==> config.mk <==
export PLATFORM = sky130hd
export DESIGN_NAME = gerador_passos_equilibrio
export DESIGN_NICKNAME = d
export VERILOG_FILES = /design/src/rtl/equilibrio_pkg.sv /design/src/rtl/lfsr_8.sv /design/src/rtl/gerador_passos_equilibrio.sv
export SDC_FILE = /design/constraint.sdc
export NUM_CORES = 1
export LEC_CHECK = 0
export BUFFER_PORTS_ARGS = -buffer_cell sky130_fd_sc_hd__buf_2
export CORE_MARGIN = 2
export CORE_UTILIZATION = 45
export CTS_CLUSTER_SIZE = 16
export DETAILED_ROUTE_END_ITERATION = 10
export GPL_ROUTABILITY_DRIVEN = 0
export PLACE_DENSITY = 0.68
export SYNTH_ARGS = -nofsm -noshare
export SYNTH_HDL_FRONTEND = slang
export SYNTH_SLANG_ARGS = --single-unit
==> constraint.sdc <==
create_clock -name clock -period 2.3 [get_ports clock]
set_input_delay 0.345 -clock clock [delete_from_list [all_inputs] [get_ports clock]]
set_output_delay 0.345 -clock clock [all_outputs]
set_load 0.01 [all_outputs]
==> src/rtl/equilibrio_pkg.sv <==
// Shared definitions for the balance-game step generator: FSM encoding,
// LFSR feedback taps and the default LFSR seed.
package equilibrio_pkg;

  typedef enum logic [1:0] {
    PARADO  = 2'd0,
    ATIVO   = 2'd1,
    TRAVADO = 2'd2
  } estado_t;

  // Feedback taps for x^8+x^6+x^5+x^4+1, shift-left form: q7, q5, q4, q3
  localparam logic [7:0] LFSR_TAPS        = 8'b1011_1000;
  localparam logic [7:0] LFSR_SEED_PADRAO = 8'hA5;
  // Bit of the LFSR state that gives the drift direction (1 = up)
  localparam logic [7:0] LFSR_BIT_DIRECAO = 8'h01;

  // Next LFSR state: shift left, new bit0 is the XOR of the tapped bits
  function automatic logic [7:0] lfsr_proximo(input logic [7:0] q);
    return {q[6:0], ^(q & LFSR_TAPS)};
  endfunction

  // An all-zero seed would lock the LFSR, so it is replaced by 8'h01
  function automatic logic [7:0] lfsr_semente(input logic [7:0] seed);
    return (seed == 8'h00) ? 8'h01 : seed;
  endfunction

endpackage

==> src/rtl/lfsr_8.sv <==
// 8-bit Fibonacci LFSR with load-on-reset seed and an advance enable.
// Kept generic so other game logic can reuse it for randomness.
module lfsr_8
  import equilibrio_pkg::*;
(
  input  logic       clock,
  input  logic       zera_s,
  input  logic       avanca,
  input  logic [7:0] seed,
  output logic [7:0] q
);

  // State register: reload seed on reset, otherwise step when asked
  always_ff @(posedge clock) begin
    if (zera_s) begin
      q <= lfsr_semente(seed);
    end else if (avanca) begin
      q <= lfsr_proximo(q);
    end else begin
      q <= q;
    end
  end

endmodule

==> src/rtl/gerador_passos_equilibrio.sv <==
// Step generator feeding the balance-position counter. Merges the player
// buttons with a pseudo-random drift and emits at most one step per game
// tick; stops stepping once the counter reports either end of its range.
module gerador_passos_equilibrio
  import equilibrio_pkg::*;
#(
  parameter int         DIV_TICK    = 50000,
  parameter int         DRIFT_EVERY = 4,
  parameter logic [7:0] LFSR_SEED   = LFSR_SEED_PADRAO
) (
  input  logic clock,
  input  logic zera_s,
  input  logic habilita,
  input  logic botao_esq,
  input  logic botao_dir,
  input  logic fim,
  input  logic inicio,
  output logic conta,
  output logic count_up,
  output logic tick,
  output logic travado
);

  localparam int              PW        = $clog2(DIV_TICK);
  localparam int              DW        = (DRIFT_EVERY > 1) ? $clog2(DRIFT_EVERY) : 1;
  localparam logic [PW-1:0]   PRE_MAX   = PW'(DIV_TICK - 1);
  localparam logic [DW-1:0]   DRIFT_MAX = DW'(DRIFT_EVERY - 1);

  estado_t       estado;
  estado_t       estado_prox;
  logic [PW-1:0] pre_cnt;
  logic [DW-1:0] drift_cnt;
  logic [7:0]    lfsr_q;

  logic segue_ativo;
  logic ativo_ok;
  logic tick_ok;
  logic drift_req;
  logic drift_up;
  logic player_req;
  logic player_up;
  logic passo_valido;
  logic passo_dir;

  lfsr_8 u_lfsr (
    .clock  (clock),
    .zera_s (zera_s),
    .avanca (tick_ok),
    .seed   (LFSR_SEED),
    .q      (lfsr_q)
  );

  // FSM state register
  always_ff @(posedge clock) begin
    if (zera_s) begin
      estado <= PARADO;
    end else begin
      estado <= estado_prox;
    end
  end

  // FSM next-state logic; habilita drop wins over the range flags
  always_comb begin
    estado_prox = estado;
    case (estado)
      PARADO: begin
        if (habilita) estado_prox = ATIVO;
        else          estado_prox = PARADO;
      end
      ATIVO: begin
        if (!habilita)          estado_prox = PARADO;
        else if (fim || inicio) estado_prox = TRAVADO;
        else                    estado_prox = ATIVO;
      end
      TRAVADO: begin
        if (!habilita) estado_prox = PARADO;
        else           estado_prox = TRAVADO;
      end
      default: estado_prox = PARADO;
    endcase
  end

  // FSM output logic: per-tick drift/player resolution into one step
  always_comb begin
    segue_ativo  = (estado == ATIVO) && (estado_prox == ATIVO);
    ativo_ok     = (estado == ATIVO) && habilita;
    tick_ok      = tick && ativo_ok;
    drift_req    = tick_ok && (drift_cnt == DRIFT_MAX);
    drift_up     = |(lfsr_q & LFSR_BIT_DIRECAO);
    player_req   = botao_esq ^ botao_dir;
    player_up    = botao_dir;
    passo_valido = 1'b0;
    passo_dir    = 1'b0;
    if (!tick_ok) begin
      passo_valido = 1'b0;
    end else if (player_req && drift_req) begin
      // Opposing requests cancel; agreeing ones collapse to one step
      passo_valido = (player_up == drift_up);
      passo_dir    = player_up;
    end else if (player_req) begin
      passo_valido = 1'b1;
      passo_dir    = player_up;
    end else if (drift_req) begin
      passo_valido = 1'b1;
      passo_dir    = drift_up;
    end else begin
      passo_valido = 1'b0;
    end
  end

  // Prescaler and registered tick; held at 0 unless staying in ATIVO
  always_ff @(posedge clock) begin
    if (zera_s) begin
      pre_cnt <= '0;
      tick    <= 1'b0;
    end else if (segue_ativo) begin
      pre_cnt <= (pre_cnt == PRE_MAX) ? '0 : pre_cnt + PW'(1);
      tick    <= (pre_cnt == PRE_MAX);
    end else begin
      pre_cnt <= '0;
      tick    <= 1'b0;
    end
  end

  // Drift counter: advances per tick, cleared whenever not running
  always_ff @(posedge clock) begin
    if (zera_s) begin
      drift_cnt <= '0;
    end else if (!ativo_ok) begin
      drift_cnt <= '0;
    end else if (tick_ok) begin
      drift_cnt <= (drift_cnt == DRIFT_MAX) ? '0 : drift_cnt + DW'(1);
    end else begin
      drift_cnt <= drift_cnt;
    end
  end

  // Registered step pulse; direction holds between pulses
  always_ff @(posedge clock) begin
    if (zera_s) begin
      conta    <= 1'b0;
      count_up <= 1'b0;
    end else if (passo_valido) begin
      conta    <= 1'b1;
      count_up <= passo_dir;
    end else begin
      conta    <= 1'b0;
      count_up <= count_up;
    end
  end

  // Lock-out indicator tracks the TRAVADO state
  always_ff @(posedge clock) begin
    if (zera_s) begin
      travado <= 1'b0;
    end else begin
      travado <= (estado_prox == TRAVADO);
    end
  end

endmodule

* Word-level counts from Yosys, hierarchy flattened
Cells that the tools add are included.
** Cells by class
- Add/sub/neg operators :: 2
- Multipliers :: 0
- Divide/modulo/power cells :: 0
- $lt $le $gt $ge :: 0
- Eq/ne operators :: 7
- Shifts and indexed selects :: 0
- Multiplexer cells :: 15
- Bitwise logic cells :: 3
- Reduce and logical (&&, ||, !) cells :: 11
** Operators by type and width (count)
- $add A16 B1 Y16 const B :: 1
- $eq A16 B16 Y1 const B :: 1
- $mux W1 :: 10
- $mux W2 :: 4
- $reduce_xor A8 Y1 :: 1
- $eq A2 B2 Y1 const B :: 3
- $pmux W2 S3 :: 1
- $logic_and A1 B1 Y1 :: 5
- $eq A2 B1 Y1 const B :: 2
- $reduce_or A2 Y1 :: 2
- $reduce_or A3 Y1 :: 1
- $add A2 B1 Y2 const B :: 1
- $logic_not A2 Y1 :: 1
- $not A1 Y1 :: 2
- $eq A1 B1 Y1 :: 1
- $logic_or A1 B1 Y1 :: 1
- $xor A1 B1 Y1 :: 1
** Storage, ports and cells
- Register bits after elaboration :: 32
- Latch bits :: 0
- Memory bits (writable) :: 0
- ROM bits :: 0
- Bits of input ports :: 7
- Word-level logic and storage cells :: 46
- Memories :: 0

* Longest topological paths before layout
- Depth after elaboration :: 9
- Gate-level depth with buffers :: 6

* Hierarchy
Synthesis repeated with hierarchy kept, for this count alone.
** Second synthesis, totals
- Cells, all modules :: 142
- Area total of the unflattened synthesis :: 1460.2 sq um
** Modules (own cells, without submodules)
- gerador_passos_equilibrio :: times used 1, cells each 118, area an instance 1077.3 sq um, seq. area each 480.5 sq um
- lfsr_8 :: times used 1, cells each 24, area an instance 382.9 sq um, seq. area each 240.2 sq um

* Least setup slack after synthesis
Ideal clock, no wire load.
- Path type :: reg-to-reg
- From :: register pre_cnt[6]
- To :: register pre_cnt[15]
- Library setup time :: 0.070 ns
- Arrival time :: 1.511 ns
- Required time :: 2.230 ns
- Path slack :: 0.719 ns
- Cell stages (with the launch flop) :: 5
- Period minus slack after synthesis :: 1.581 ns
- Cells stage by stage :: dfxtp_1 -> nand4_2 -> or3_4 -> or4_1 -> a21oi_1
** On the way
- Cells in the longest elaborated chain, start to end :: 2
** RTL lines
- start, declared :: line gerador_passos_equilibrio.sv:31 : logic [PW-1:0] pre_cnt;
- start signal, assigned :: line gerador_passos_equilibrio.sv:117 : pre_cnt <= (pre_cnt == PRE_MAX) ? '0 : pre_cnt + PW'(1);
- parallel branches: the longest is 2 deep, another holds $add A16 B1 Y16
Several ways; the timed one is not identified.
A chain may end at the register's enable or synchronous reset.

* Worst setup path after layout
- From :: register pre_cnt[2]
- To :: register pre_cnt[15]
The elaborated chain is that of the path after synthesis.

==> tab_implementation.tex <==
\begin{tabular}{lr}
\hline
Metric & Value \\
\hline
\multicolumn{2}{l}{\textbf{Timing}} \\
\quad Count of final setup violators & 0 \\
\quad Unrepaired setup endpoints after global routing & no \\
\quad Hold Vio Cnt, Final & 0 \\
\quad Clk\_skew & 0.00696 ns \\
\quad Max-slew violation count & 0 \\
\quad Min cycle time layout & 1.72 ns \\
\quad Maximum clock frequency & 581 MHz \\
\quad WHS & 0.272 ns \\
\quad Final Cycle Share & 74.9\% \\
\quad Final TNS setup & 0 ns \\
\quad Slew margin rel. & 63.9\% \\
\quad Worst-Margin Slew & 0.541 ns \\
\multicolumn{2}{l}{\textbf{Finish}} \\
\quad Syn-to-layout area delta & 11.2\% \\
\quad Non-Filler Cell Area, Final & 0.00154 mm² \\
\quad Register area & 641 µm² \\
\quad Footprint of the multi-input gates & 706 µm² \\
\quad Most frequent cells in the layout & sky130\_fd\_sc\_hd\_\_dfxtp\_1, sky130\_fd\_sc\_hd\_\_nand2\_1, sky130\_fd\_sc\_hd\_\_nor2\_1 \\
\quad Diode insertion count for antenna repair & 0 \\
\quad Final-stage net count & 183 \\
\quad Layout fillers & 283 \\
\quad Share of cells above drive strength 1 & 12.6\% \\
\quad Most common library cell in the layout ignoring fill and taps & sky130\_fd\_sc\_hd\_\_dfxtp\_1 \\
\multicolumn{2}{l}{\textbf{Setup path}} \\
\quad Startpoint kind of the worst setup timing path & register \\
\quad Data required time at the worst endpoint & 2.56 ns \\
\quad R2R Setup Slk & 0.58 ns \\
\quad Type of the worst setup path & reg2reg \\
\quad Endpoint of the worst register-to-register path & pre\_cnt[15]\$\_SDFF\_PP0\_ \\
\quad Crit end category & register \\
\quad Launch instance of the worst register-to-register path & pre\_cnt[2]\$\_SDFF\_PP0\_ \\
\quad Biggest fanout along the worst timing path & 5 \\
\quad Length in cells of the worst reg-to-reg path & 4 \\
\quad Worst Path Arrival & 1.98 ns \\
\multicolumn{2}{l}{\textbf{Min path}} \\
\quad Sink of the worst hold path & estado[0]\$\_SDFF\_PP0\_ \\
\quad Class of the worst hold path & in2reg \\
\quad Worst hold path depth & 3 \\
\quad Worst hold path startpoint & fim \\
\multicolumn{2}{l}{\textbf{Detailed routing}} \\
\quad Number of remaining DRC errors & 0 \\
\quad Starting DRT DRC Count & 50 \\
\quad Ratio of routed vias to standard cells & 5.33 \\
\quad Final routed wirelength across all metal layers & 2420 µm \\
\quad Post-DRT Antenna Nets & 0 \\
\quad Via count & 1108 \\
\quad Per-cell routed wire length & 11.7 µm \\
\quad Number of optimization iterations in the first detailed-route pass & 4 \\
\multicolumn{2}{l}{\textbf{Global route}} \\
\quad Total grt overflow & 0 \\
\quad Number of antenna violations at the first check in global routing & 0 \\
\quad Vias in the first global route & 1047 \\
\quad Tot GR Track Use & 16.7\% \\
\quad Global-route wire length before repair & 4400 µm \\
\quad Maximum number of pins on one net before global-route repair & 16 \\
\multicolumn{2}{l}{\textbf{Synth}} \\
\quad Syn avg cell area & 8.60 µm² \\
\quad Cell type with the highest aggregate area in the netlist & sky130\_fd\_sc\_hd\_\_dfxtp\_1 \\
\quad Main area contributors after synthesis & sky130\_fd\_sc\_hd\_\_dfxtp\_1, sky130\_fd\_sc\_hd\_\_xnor2\_1, sky130\_fd\_sc\_hd\_\_nand2\_1 \\
\quad Post-Synthesis Cell Area & 0.00139 mm² \\
\quad Area share of the leading cell type in the synthesized netlist & 46.3\% \\
\quad Synthesized net count & 170 \\
\quad Portion of the post-synthesis area used by sequential elements & 46.3\% \\
\quad Synthesis warning total & 0 \\
\quad Number of synthesized register bits & 32 \\
\quad Synth Instances & 161 \\
\quad Unique masters post-synth & 36 \\
\multicolumn{2}{l}{\textbf{Die}} \\
\quad Core footprint & 0.00298 mm² \\
\quad Die outline height & 59.5 µm \\
\quad Count of standard-cell rows & 20 \\
\quad Number of top-level pins & 11 \\
\quad Starting density of the core & 46.5\% \\
\quad Die extent in x & 59.5 µm \\
\quad Total Die Area & 0.00354 mm² \\
\multicolumn{2}{l}{\textbf{Clock network}} \\
\quad Clk buf depth & 2 \\
\quad Clock tree from TritonCTS & built \\
\quad Total clock buffers created by CTS & 5 \\
\quad Latest clock arrival within the worst-skew pair & 0.34 ns \\
\quad Root cell of the clock tree & sky130\_fd\_sc\_hd\_\_clkbuf\_4 \\
\quad Buffers inserted by post-CTS timing repair & 0 \\
\quad CTS hold repair buffers & 0 \\
\quad Htree depth & 2 \\
\quad CTS-repair resized insts & 0 \\
\quad Clock transition time at the flip-flop clock pins of the worst setup and hold paths & 0.10 ns \\
\quad CTS Sinks & 32 \\
\multicolumn{2}{l}{\textbf{Placement}} \\
\quad Final HPWL from detailed placement & 1790 µm \\
\quad Post-Place Cell Area & 0.00146 mm² \\
\quad Number of buffers added on ports & 10 \\
\multicolumn{2}{l}{\textbf{Outcome}} \\
\quad Result of the run & finished clean \\
\multicolumn{2}{l}{\textbf{Power}} \\
\quad Power density over the cells & 653 mW/mm² \\
\quad IR drop worst, VDD & 365 µV \\
\quad Static Leak & 0.520 nW \\
\multicolumn{2}{l}{\textbf{Job}} \\
\quad Max-Cap Viols & 0 \\
\hline
\end{tabular}
==> power breakdown <==
group          total, mW  internal, mW  switching (mW)
Clock              0.423         0.226           0.197
Combinational     0.0243        0.0109          0.0134
Sequential         0.558         0.556         0.00169
Total               1.01         0.793           0.212
==> sequential cells by signal, indices dropped and copies added (netlist names) <==
signal,flops
u_lfsr.q,8
tick,1
count_up,1
estado,2
pre_cnt,16
drift_cnt,2
travado,1
conta,1
==> worst max-delay path, cell delays in order, from the launching register on <==
cell and delay (ns):
sky130_fd_sc_hd__dfxtp_1 0.43, sky130_fd_sc_hd__nand4_1 0.21, sky130_fd_sc_hd__or2_2 0.36, sky130_fd_sc_hd__or4_1 0.50, sky130_fd_sc_hd__a21oi_1 0.15
==> area by class of cell <==
type / instances / area share, %
Inverter: 6 / 1.46
Sequential cell: 32 / 41.6
Timing Repair Buffer: 10 / 3.25
Clock buffer: 5 / 2.44
Clock inverter: 3 / 2.76
Multi-Input combinational cell: 119 / 45.8
Tap cell: 33 / 2.68
==> layer usage <==
| metal | GRT usage, % | vias up | wire length, µm |
|---|---|---|---|
| met5 | 0 | - | 0 |
| met4 | 9.74 | 0 | 65 |
| met3 | 4.59 | 8 | 79 |
| met2 | 27.8 | 12 | 1190 |
| met1 | 18.9 | 509 | 1090 |
| li1 | - | 579 | - |
==> synth_stat cells <==
cell type                   number
sky130_fd_sc_hd__a211o_1         1
sky130_fd_sc_hd__a21o_1          1
sky130_fd_sc_hd__a21oi_1        11
sky130_fd_sc_hd__a221oi_1        1
sky130_fd_sc_hd__and3_1          2
sky130_fd_sc_hd__and3b_1         1
sky130_fd_sc_hd__and4b_1         1
sky130_fd_sc_hd__buf_2           1
sky130_fd_sc_hd__clkbuf_1        3
sky130_fd_sc_hd__dfxtp_1        32
sky130_fd_sc_hd__ha_1            2
sky130_fd_sc_hd__inv_1           6
sky130_fd_sc_hd__nand2_1        24
sky130_fd_sc_hd__nand2b_1        3
sky130_fd_sc_hd__nand3_1         4
sky130_fd_sc_hd__nand3b_1        3
sky130_fd_sc_hd__nand4_1         3
sky130_fd_sc_hd__nand4_2         1
sky130_fd_sc_hd__nand4bb_1       1
sky130_fd_sc_hd__nor2_1         19
sky130_fd_sc_hd__nor2b_1         1
sky130_fd_sc_hd__nor3_1          5
sky130_fd_sc_hd__nor3b_1         1
sky130_fd_sc_hd__nor4_1          4
sky130_fd_sc_hd__nor4b_1         2
sky130_fd_sc_hd__o211ai_1        1
sky130_fd_sc_hd__o21a_1          1
sky130_fd_sc_hd__o21ai_0         3
sky130_fd_sc_hd__o31ai_1         1
sky130_fd_sc_hd__or2_2           1
sky130_fd_sc_hd__or3_1           2
sky130_fd_sc_hd__or3_2           1
sky130_fd_sc_hd__or3_4           1
sky130_fd_sc_hd__or4_1           1
sky130_fd_sc_hd__xnor2_1        14
sky130_fd_sc_hd__xor2_1          2
==> kinds of logic after synthesis <==
family | count (synthesis) | synth area share, %
and+or+nand+nor | 81 | 30.5
xor gates and xnor gates | 16 | 10.1
adders and majority gates | 2 | 1.81
DFF | 32 | 46.3
buffers and inverters | 10 | 2.80
AOI/OAI and AO/OA | 20 | 8.49
==> worst max path at each step <==
stage,depth (start not counted),start,to
after floorplan,4,pre_cnt[6]$_SDFF_PP0_,pre_cnt[15]$_SDFF_PP0_
after global placement,5,zera_s,pre_cnt[13]$_SDFF_PP0_
after detailed placement,5,zera_s,pre_cnt[15]$_SDFF_PP0_
after CTS,4,pre_cnt[2]$_SDFF_PP0_,pre_cnt[15]$_SDFF_PP0_
after global routing,4,pre_cnt[2]$_SDFF_PP0_,pre_cnt[15]$_SDFF_PP0_
final,4,pre_cnt[2]$_SDFF_PP0_,pre_cnt[15]$_SDFF_PP0_
==> stage by stage <==
step                      cells  setup WS [ns]  power [mW]  util (%)
after floorplan             161          0.719       0.584         -
after global placement      200          0.507       0.593      49.0
after detailed placement    200          0.434       0.595      49.0
after CTS                   208          0.571        1.02      51.7
after global routing        208          0.455        1.05      51.7
final                       208          0.577        1.01      51.7
(Power assumes the default switching activity.)
